`config.mk`:
```
export PLATFORM = sky130hd
export DESIGN_NAME = text_buffer_writer
export DESIGN_NICKNAME = d
export VERILOG_FILES = /design/src/rtl/text_buffer_writer.sv
export SDC_FILE = /design/constraint.sdc
export NUM_CORES = 1
export LEC_CHECK = 0
export ABC_AREA = 0
export CORE_MARGIN = 1
export CORE_UTILIZATION = 55
export DETAILED_ROUTE_END_ITERATION = 10
export PLACE_DENSITY_LB_ADDON = 0.25
export SYNTH_ARGS = -nofsm -noshare
export SYNTH_HDL_FRONTEND = slang
export SYNTH_SLANG_ARGS = --single-unit
```
`constraint.sdc`:
```
create_clock -name iCLK -period 12.7 [get_ports iCLK]
set_input_delay 2.54 -clock iCLK [delete_from_list [all_inputs] [get_ports iCLK]]
set_output_delay 2.54 -clock iCLK [all_outputs]
set_load 0.01 [all_outputs]
```
`src/rtl/text_buffer_writer.sv`:
```
// Producer side of the VGA text RAM: filters PS/2 set-2 break sequences, writes printable
// codes at the document pointer, handles editing keys and tracks the first visible row.
module text_buffer_writer #(
  parameter int RAM_SIZE   = 512,
  parameter int ROW_LENGTH = 18,
  parameter int COL_LENGTH = 29,
  parameter int ADDR_W     = 10
) (
  input  logic              iCLK,
  input  logic              iRST_n,
  input  logic              iScan_valid,
  input  logic [7:0]        iScan_code,
  output logic              oWr_en,
  output logic [ADDR_W-1:0] oWr_addr,
  output logic [7:0]        oWr_data,
  output logic [ADDR_W-1:0] oDoc_ptr,
  output logic [ADDR_W-1:0] oScroll,
  output logic              oBusy
);

  localparam logic [1:0] S_IDLE  = 2'd0;
  localparam logic [1:0] S_FILL  = 2'd1;
  localparam logic [1:0] S_CLEAR = 2'd2;

  localparam logic [ADDR_W-1:0] ONE   = ADDR_W'(1);
  localparam logic [ADDR_W-1:0] WA    = ADDR_W'(RAM_SIZE - 2);
  localparam logic [ADDR_W-1:0] LAST  = ADDR_W'(RAM_SIZE - 1);
  localparam logic [ADDR_W-1:0] ROW_L = ADDR_W'(ROW_LENGTH);
  localparam logic [ADDR_W-1:0] COL_L = ADDR_W'(COL_LENGTH);

  localparam logic [255:0] PRINTABLE = {
    8'h70, 8'h49, 8'h41, 8'h52, 8'h16, 8'h1C, 8'h32, 8'h21,
    8'h23, 8'h24, 8'h2B, 8'h34, 8'h33, 8'h43, 8'h3B, 8'h42,
    8'h4B, 8'h3A, 8'h31, 8'h44, 8'h4D, 8'h15, 8'h2D, 8'h1B,
    8'h2C, 8'h3C, 8'h2A, 8'h1D, 8'h22, 8'h35, 8'h1A, 8'h29
  };

  logic [1:0]        state_reg;
  logic [ADDR_W-1:0] ptr_reg;
  logic [ADDR_W-1:0] scroll_reg;
  logic [ADDR_W-1:0] fill_end_reg;
  logic [ADDR_W-1:0] clr_addr_reg;
  logic              brk_reg;
  logic              ext_reg;
  logic              wr_en_reg;
  logic [ADDR_W-1:0] wr_addr_reg;
  logic [7:0]        wr_data_reg;

  logic [31:0]       print_hit;
  logic              is_printable;
  logic [ADDR_W-1:0] ptr_row;
  logic [ADDR_W-1:0] row_end;
  logic [ADDR_W-1:0] enter_end;

  generate
    for (genvar gi = 0; gi < 32; gi++) begin : g_print
      assign print_hit[gi] = (iScan_code == PRINTABLE[gi*8 +: 8]);
    end
  endgenerate

  assign is_printable = |print_hit;
  assign ptr_row      = ptr_reg / ROW_L;
  assign row_end      = (ptr_row + ONE) * ROW_L;
  assign enter_end    = (row_end > WA) ? WA : row_end;

  always_ff @(posedge iCLK or negedge iRST_n) begin
    if (!iRST_n) begin
      state_reg    <= S_IDLE;
      ptr_reg      <= '0;
      scroll_reg   <= '0;
      fill_end_reg <= '0;
      clr_addr_reg <= '0;
      brk_reg      <= 1'b0;
      ext_reg      <= 1'b0;
      wr_en_reg    <= 1'b0;
      wr_addr_reg  <= '0;
      wr_data_reg  <= 8'h00;
    end else begin
      wr_en_reg <= 1'b0;

      // Scroll follows the registered pointer, so it lags pointer moves by one cycle.
      if (ptr_row >= scroll_reg + COL_L)
        scroll_reg <= ptr_row - COL_L + ONE;
      else if (ptr_row < scroll_reg)
        scroll_reg <= ptr_row;

      case (state_reg)
        S_IDLE: begin
          if (iScan_valid) begin
            if (brk_reg) begin
              brk_reg <= 1'b0;
              ext_reg <= 1'b0;
            end else if (iScan_code == 8'hF0) begin
              brk_reg <= 1'b1;
            end else if (iScan_code == 8'hE0) begin
              ext_reg <= 1'b1;
            end else begin
              ext_reg <= 1'b0;
              if (ext_reg) begin
                if (iScan_code == 8'h6B && ptr_reg != '0)
                  ptr_reg <= ptr_reg - ONE;
                else if (iScan_code == 8'h74 && ptr_reg < WA)
                  ptr_reg <= ptr_reg + ONE;
              end else if (is_printable) begin
                if (ptr_reg < WA) begin
                  wr_en_reg   <= 1'b1;
                  wr_addr_reg <= ptr_reg;
                  wr_data_reg <= iScan_code;
                  ptr_reg     <= ptr_reg + ONE;
                end
              end else begin
                case (iScan_code)
                  8'h66: begin
                    if (ptr_reg != '0) begin
                      wr_en_reg   <= 1'b1;
                      wr_addr_reg <= ptr_reg - ONE;
                      wr_data_reg <= 8'h00;
                      ptr_reg     <= ptr_reg - ONE;
                    end
                  end
                  8'h5A: begin
                    if (ptr_reg < enter_end) begin
                      fill_end_reg <= enter_end;
                      state_reg    <= S_FILL;
                    end
                  end
                  8'h76: begin
                    clr_addr_reg <= '0;
                    state_reg    <= S_CLEAR;
                  end
                  default: ;
                endcase
              end
            end
          end
        end

        S_FILL: begin
          wr_en_reg   <= 1'b1;
          wr_addr_reg <= ptr_reg;
          wr_data_reg <= 8'h00;
          ptr_reg     <= ptr_reg + ONE;
          if (ptr_reg + ONE == fill_end_reg)
            state_reg <= S_IDLE;
        end

        S_CLEAR: begin
          wr_en_reg    <= 1'b1;
          wr_addr_reg  <= clr_addr_reg;
          wr_data_reg  <= 8'h00;
          clr_addr_reg <= clr_addr_reg + ONE;
          // Sweep covers the null cell too; cursor and view return home afterwards.
          if (clr_addr_reg == LAST) begin
            state_reg  <= S_IDLE;
            ptr_reg    <= '0;
            scroll_reg <= '0;
          end
        end

        default: state_reg <= S_IDLE;
      endcase
    end
  end

  assign oWr_en   = wr_en_reg;
  assign oWr_addr = wr_addr_reg;
  assign oWr_data = wr_data_reg;
  assign oDoc_ptr = ptr_reg;
  assign oScroll  = scroll_reg;
  assign oBusy    = (state_reg != S_IDLE);

endmodule

```
==> summary.md, run 1 <==
| Metric | Value |
|---|---|
| Buffers on Ports | 50 |
| Syn Nets | 764 |
| Most common flop cell mapped by yosys | dfrtp_1 |
| Post-synthesis sequential area ratio | 26.7% |
| Area post-placement | 6310 um^2 |
| Hold WC Path Type | flip-flop to flip-flop |
| FMAX | 125 MHz |
| CTS H-tree lvls | 3 |
| Top cell type by total area after synthesis | dfrtp_1 |
| YS warnings | 0 |
| Share of synthesized registers carrying an async set or reset | 100% |
| Vias/cell | 6.24 |
| Worst path slowest cell | dfrtp_1 |
| Tcrit/Tclk final | 62.9% |
| Status | completed |
| CTS Buf Count | 9 |
| Ant diodes | 0 |
| Count of nets after finishing | 786 |
| Synth-to-Final Area Change | 11.5% |
| Setup_tns | 0 ns |
| Syn_area_per_cell | 8.20 um^2 |
| Post-DRT Antenna Nets | 0 |
| Setup crit start kind | flip-flop |
| Slew HR | 28.9% |
| Pre-CTS setup slack | 4.88 ns |
| DP HPWL | 10900 um |
| Buf/Inv on CP | 3 |
| Hold_buf cts | 0 |
| CORE AREA | 10300 um^2 |
| Die Area | 11000 um^2 |
| Clk buf depth | 2 |
| Synth cell types | 87 |
| Critical path fanouts, max | 29 |
| Fillers | 910 |
| EDFF count, synth | 0 |
| CP top delay family | simple AND/OR/NAND/NOR gates |
| Layout cells sized above 1 | 6.65% |
| TritonCTS clock tree | built |
| CTS Sinks | 62 |
| Drt drc | 0 |
| Layout Skew | 0.0222 ns |
| Via count | 5446 |
| CTS clk-pin slew, worst paths | 0.09 ns |
| Synthesized flop and latch total | 62 |
| Global-route wire length before repair | 25400 um |
| Most common cell on crit path | ha_1 |
| Top-count cell post-synth | nand2_1 |
| Slew @ Worst Pin | 1.07 ns |
| Post-layout min period | 7.99 ns |
| Initial antenna violation count | 0 |
| DIE WIDTH | 105 um |
| Starting Density | 56.6% |
| CP required | 12.94 ns |
| Drt total wl | 15000 um |
| Max-cap violations | 0 |
| Final Hold Fails | 0 |
| Root buf cell | clkbuf_8 |
| Max-slew violation total from the final report | 0 |
| Total GRT Usage | 28.5% |
| CP endpoint kind | flip-flop |
| Cells after synthesis | 710 |
| Crit Path Category | flip-flop to flip-flop |
| Die Ht | 105 um |
| RSZ-0062 raised after global routing | no |
| Area share of the largest cell type after synthesis | 26.7% |
| Clk_lat worst skew | 0.37 ns |
| Pre-antenna DRT Iters | 5 |
| Post-synth top cells | nand2_1, dfrtp_1, a21oi_1 |
| Vias in the first global route | 5048 |
| Synth top area cells | dfrtp_1, ha_1, nand2_1 |
| Avg WL per Cell | 17.2 um |
| Largest net degree at the start of global routing | 63 |
| Post-CTS setup buffer count | 0 |
| Global route overflow | 0 |
| Boundary Pins | 51 |
| # setup viols final | 0 |
| DRT iter0 DRCs | 393 |
| Post-route cell area | 6490 um^2 |
| CP Data Arrival Time | 8.23 ns |
| CP peak stage delay | 0.95 ns |
| Setup slack after layout | 4.71 ns |
| CTS resizes | 0 |
| # rows | 37 |
| Synthesized cell area | 5820 um^2 |
| GP Congestion | 0.896 |
## cells in the final DEF (no fill, tap or decap), types with 5 or more instances in the layout
master | netlist | layout
mux2_2 | 5 | 5
mux2i_1 | 12 | 12
o21ai_0 | 43 | 43
and3_1 | 13 | 13
o21a_1 | 8 | 8
nor2_1 | 36 | 36
o211ai_1 | 7 | 7
clkdlybuf4s50_1 | 0 | 49
nand2b_1 | 14 | 14
dfrtp_1 | 62 | 62
nor3b_1 | 7 | 7
and2_1 | 7 | 7
nor3_1 | 22 | 22
a211oi_1 | 19 | 19
clkbuf_8 | 0 | 10
a21oi_1 | 49 | 49
nor2b_1 | 10 | 10
xor2_1 | 10 | 10
a31oi_1 | 10 | 10
xnor2_1 | 22 | 22
o31ai_1 | 6 | 6
ha_1 | 42 | 42
inv_1 | 44 | 44
nand2_1 | 68 | 68
a22o_1 | 7 | 7
a21o_1 | 15 | 15
nand4_1 | 10 | 10
nand3_1 | 22 | 22
## final cells by class
class,instances,area (um^2),share of cell area [%]
Clock buffer,10,138,2.12
Clock inverter,6,45.0,0.694
Inverter,45,169,2.60
Multi-Input combinational cell,560,3890,60.0
Sequential cell,62,1550,23.9
Tap cell,136,170,2.62
Timing Repair Buffer,54,526,8.10
## metal layers
layer	GRT usage, %	vias to the layer above	wire [um]
li1	-	2638	-
met1	40.9	2585	7090
met2	43.6	201	6790
met3	5.49	22	902
met4	7.95	0	234
met5	0	-	0
## worst reg2reg max path, delay by kind of cell (launching register included)
kind | cells | cell delay (ns)
buf+inv | 3 | 0.27
flops | 1 | 0.95
simple gates | 8 | 3.06
compound gates | 10 | 1.98
fa+ha+maj | 5 | 1.52
mux | 1 | 0.10
## cell families (layout without fill, tap and decap cells)
kind of cell | count (synthesis) | count (layout) | synth area share (%)
adder cells (fa/ha/maj) | 44 | 44 | 9.54
flip-flops | 62 | 62 | 26.7
multiplexers | 17 | 17 | 3.03
AO/OA/AOI/OAI | 213 | 213 | 25.5
AND/OR/NAND/NOR | 251 | 251 | 23.2
other | 1 | 1 | 0.0644
XOR/XNOR | 34 | 34 | 5.37
buffers and inverters | 88 | 115 | 6.58
## worst paths after layout
kind / cells past startpoint / slack [ns] / end / from
hold reg to reg: 2 / 0.48 / oWr_data[3]$_DFFE_PN0P_ / oWr_data[3]$_DFFE_PN0P_
hold / removal: 2 / 0.48 / oWr_data[3]$_DFFE_PN0P_ / oWr_data[3]$_DFFE_PN0P_
setup / recovery: 27 / 4.71 / state_reg[0]$_DFFE_PN0P_ / oDoc_ptr[8]$_DFFE_PN0P_
min in group asynchronous: 2 / 2.35 / oWr_data[7]$_DFFE_PN0P_ / iRST_n
max in group asynchronous: 2 / 9.82 / oScroll[5]$_DFF_PN0_ / iRST_n
setup reg to reg: 27 / 4.71 / state_reg[0]$_DFFE_PN0P_ / oDoc_ptr[8]$_DFFE_PN0P_
## stage by stage
step / cells / hold WS [ns] / util (%)
after floorplan: 710 / 0.461 / -
after global placement: 857 / 0.461 / 61.4
after detailed placement: 857 / 0.469 / 61.4
after CTS: 873 / 0.486 / 63.1
after global routing: 873 / 0.518 / 63.1
final: 873 / 0.483 / 63.1
Power of run 1 is left out: the tool's default activity adds up to more than one toggle a clock period on the data nets, which glitch-free logic cannot reach.
==> run 2, diff against run 1 <==
--- a/config.mk
+++ b/config.mk
@@ -7,7 +7,7 @@
 export LEC_CHECK = 0
 export ABC_AREA = 0
 export CORE_MARGIN = 1
-export CORE_UTILIZATION = 55
+export CORE_UTILIZATION = 54
 export DETAILED_ROUTE_END_ITERATION = 10
 export PLACE_DENSITY_LB_ADDON = 0.25
 export SYNTH_ARGS = -nofsm -noshare
==> constraint.sdc (replaced) <==
create_clock -name iCLK -period 7.2 [get_ports iCLK]
set_input_delay 1.44 -clock iCLK [delete_from_list [all_inputs] [get_ports iCLK]]
set_output_delay 1.44 -clock iCLK [all_outputs]
set_load 0.01 [all_outputs]
==> run 2 against run 1 <==
Net effect:
- register-to-register slack worse by 4.5 ns
- largest cell class unchanged
- setup slack lost 4.5 ns
- first-iteration DRC count rose by 52%
- via count rose by 0.95%
- clock skew decreased by 0.0099 ns
- critical path type unchanged
- wire length up 4.0%
- core utilization increased by 3.2 points
- maximum frequency up 14%
- critical endpoint is now state_reg[1]$_DFFE_PN0P_
==> summary.md, run 2 (synthesis gave the netlist of run 1 again) <==
| Metric | Value |
|---|---|
| R2r worst-path depth | 28 |
| Slew HR | 23.1% |
| Critical path fanouts, max | 11 |
| TritonCTS clock tree | built |
| DRT iter0 DRCs | 599 |
| R2R Path Start | oDoc_ptr[8]$_DFFE_PN0P_ |
| CORE AREA | 10400 um^2 |
| Layout cells sized above 1 | 12.4% |
| Clk buf depth | 2 |
| CTS Sinks | 62 |
| Buffers on Ports | 50 |
| Setup crit start kind | flip-flop |
| Starting Density | 56.1% |
| Root buf cell | clkbuf_8 |
| # setup viols final | 0 |
| Worst hold start | oWr_data[2]$_DFFE_PN0P_ |
| Worst path slowest cell | dfrtp_2 |
| CTS clk-pin slew, worst paths | 0.08 ns |
| CP endpoint kind | flip-flop |
| Setup_tns | 0 ns |
| Multi-input gate area | 3990 um^2 |
| GP Congestion | 0.929 |
| Post-layout min period | 6.99 ns |
| FMAX | 143 MHz |
| Total GRT Usage | 28.9% |
| CP Data Arrival Time | 7.25 ns |
| Initial antenna violation count | 0 |
| CP peak stage delay | 0.49 ns |
| Pre-antenna DRT Iters | 5 |
| Slew @ Worst Pin | 1.14 ns |
| Global route overflow | 0 |
| Via count | 5498 |
| Commonest non-fill, non-tap cells in the layout | nand2_1, dfrtp_1, clkdlybuf4s50_1, a21oi_1, inv_1 |
| Status | completed |
| Largest net degree at the start of global routing | 63 |
| Hold path cells | 2 |
| Sequential Area | 1560 um^2 |
| Ant diodes | 0 |
| Drt total wl | 15600 um |
| Count of nets after finishing | 814 |
| Die Area | 11200 um^2 |
| Final Hold Fails | 0 |
| CTS H-tree lvls | 3 |
| Crit Path Category | flip-flop to flip-flop |
| Die Ht | 106 um |
| Fillers | 889 |
| CTS Buf Count | 9 |
| Drt drc | 0 |
| Reg2reg end | state_reg[1]$_DFFE_PN0P_ |
| Hold WC Path Type | flip-flop to flip-flop |
| FF-to-FF setup slack | 0.21 ns |
| DIE WIDTH | 106 um |
| Most common cell on crit path | ha_1 |
| Synth-to-Final Area Change | 18.1% |
| Hold EP | oWr_data[2]$_DFFE_PN0P_ |
| Global-route wire length before repair | 25900 um |
| Max-slew violation total from the final report | 0 |
| Vias/cell | 6.10 |
| Post-route cell area | 6880 um^2 |
| CP required | 7.46 ns |
| Tcrit/Tclk final | 97.1% |
| Boundary Pins | 51 |
| Layout Skew | 0.0122 ns |
| Final hold slack | 0.488 ns |
| Area post-placement | 6510 um^2 |
| Hold_buf cts | 0 |
| # rows | 37 |
| Clk_lat worst skew | 0.37 ns |
| Commonest non-fill, non-tap cell in the layout | nand2_1 |
| Max-cap violations | 0 |
| Avg WL per Cell | 17.3 um |
| Vias in the first global route | 5181 |
| DP HPWL | 11500 um |
| Post-DRT Antenna Nets | 0 |
run 2: worst max path at each step:
stage / slack [ns] / from / end / cells after the start
floorplan: 0.48 / oDoc_ptr[5]$_DFFE_PN0P_ / state_reg[1]$_DFFE_PN0P_ / 29
global placement: 0.18 / oDoc_ptr[5]$_DFFE_PN0P_ / state_reg[1]$_DFFE_PN0P_ / 27
detailed placement: 0.03 / oDoc_ptr[5]$_DFFE_PN0P_ / state_reg[1]$_DFFE_PN0P_ / 28
CTS: 0.007 / oDoc_ptr[8]$_DFFE_PN0P_ / state_reg[1]$_DFFE_PN0P_ / 28
global route: -0.06 / oDoc_ptr[7]$_DFFE_PN0P_ / state_reg[1]$_DFFE_PN0P_ / 28
finish: 0.21 / oDoc_ptr[8]$_DFFE_PN0P_ / state_reg[1]$_DFFE_PN0P_ / 28
run 2: cell type report:
class / instances / share of cell area, %
Clock buffer: 9 / 1.80
Tap cell: 136 / 2.47
Timing Repair Buffer: 82 / 10.7
Inverter: 45 / 2.46
Multi-Input combinational cell: 560 / 58.1
Sequential cell: 62 / 22.7
Clock inverter: 7 / 1.86
run 2: per-layer routing:
metal,share of wire [%],vias up,track usage [%],wire length [um]
li1,-,2695,-,-
met1,47,2583,42.8,7400
met2,44,192,42.6,6910
met3,6.6,28,4.95,1030
met4,1.8,0,8.53,274
met5,0,-,0,0
run 2: metrics by stage:
| step | worst slack [ns] | util, % | cells |
|---|---|---|---|
| CTS | 0.00677 | 65.2 | 900 |
| global route | -0.0569 | 66.3 | 901 |
| finish | 0.212 | 66.3 | 901 |
| detailed placement | 0.0298 | 62.8 | 884 |
| floorplan | 0.481 | - | 710 |
| global placement | 0.176 | 62.8 | 884 |
run 2: worst max-delay path: cells and delay by family, from the launching register on:
family / cells / cell delay, ns
mux: 1 / 0.15
xor+xnor: 1 / 0.18
compound gates: 11 / 2.12
buf+inv: 2 / 0.28
flops: 1 / 0.49
fa+ha+maj: 5 / 1.38
simple gates: 8 / 2.28
run 2: timing repair:
| action | 4_1_cts | 5_1_grt |
|---|---|---|
| resized for setup | 0 | 24 |
| buffers inserted | 0 | 1 |
| endpoints found under the setup margin | 0 | 10 |
Power of run 2 is left out for the same reason.
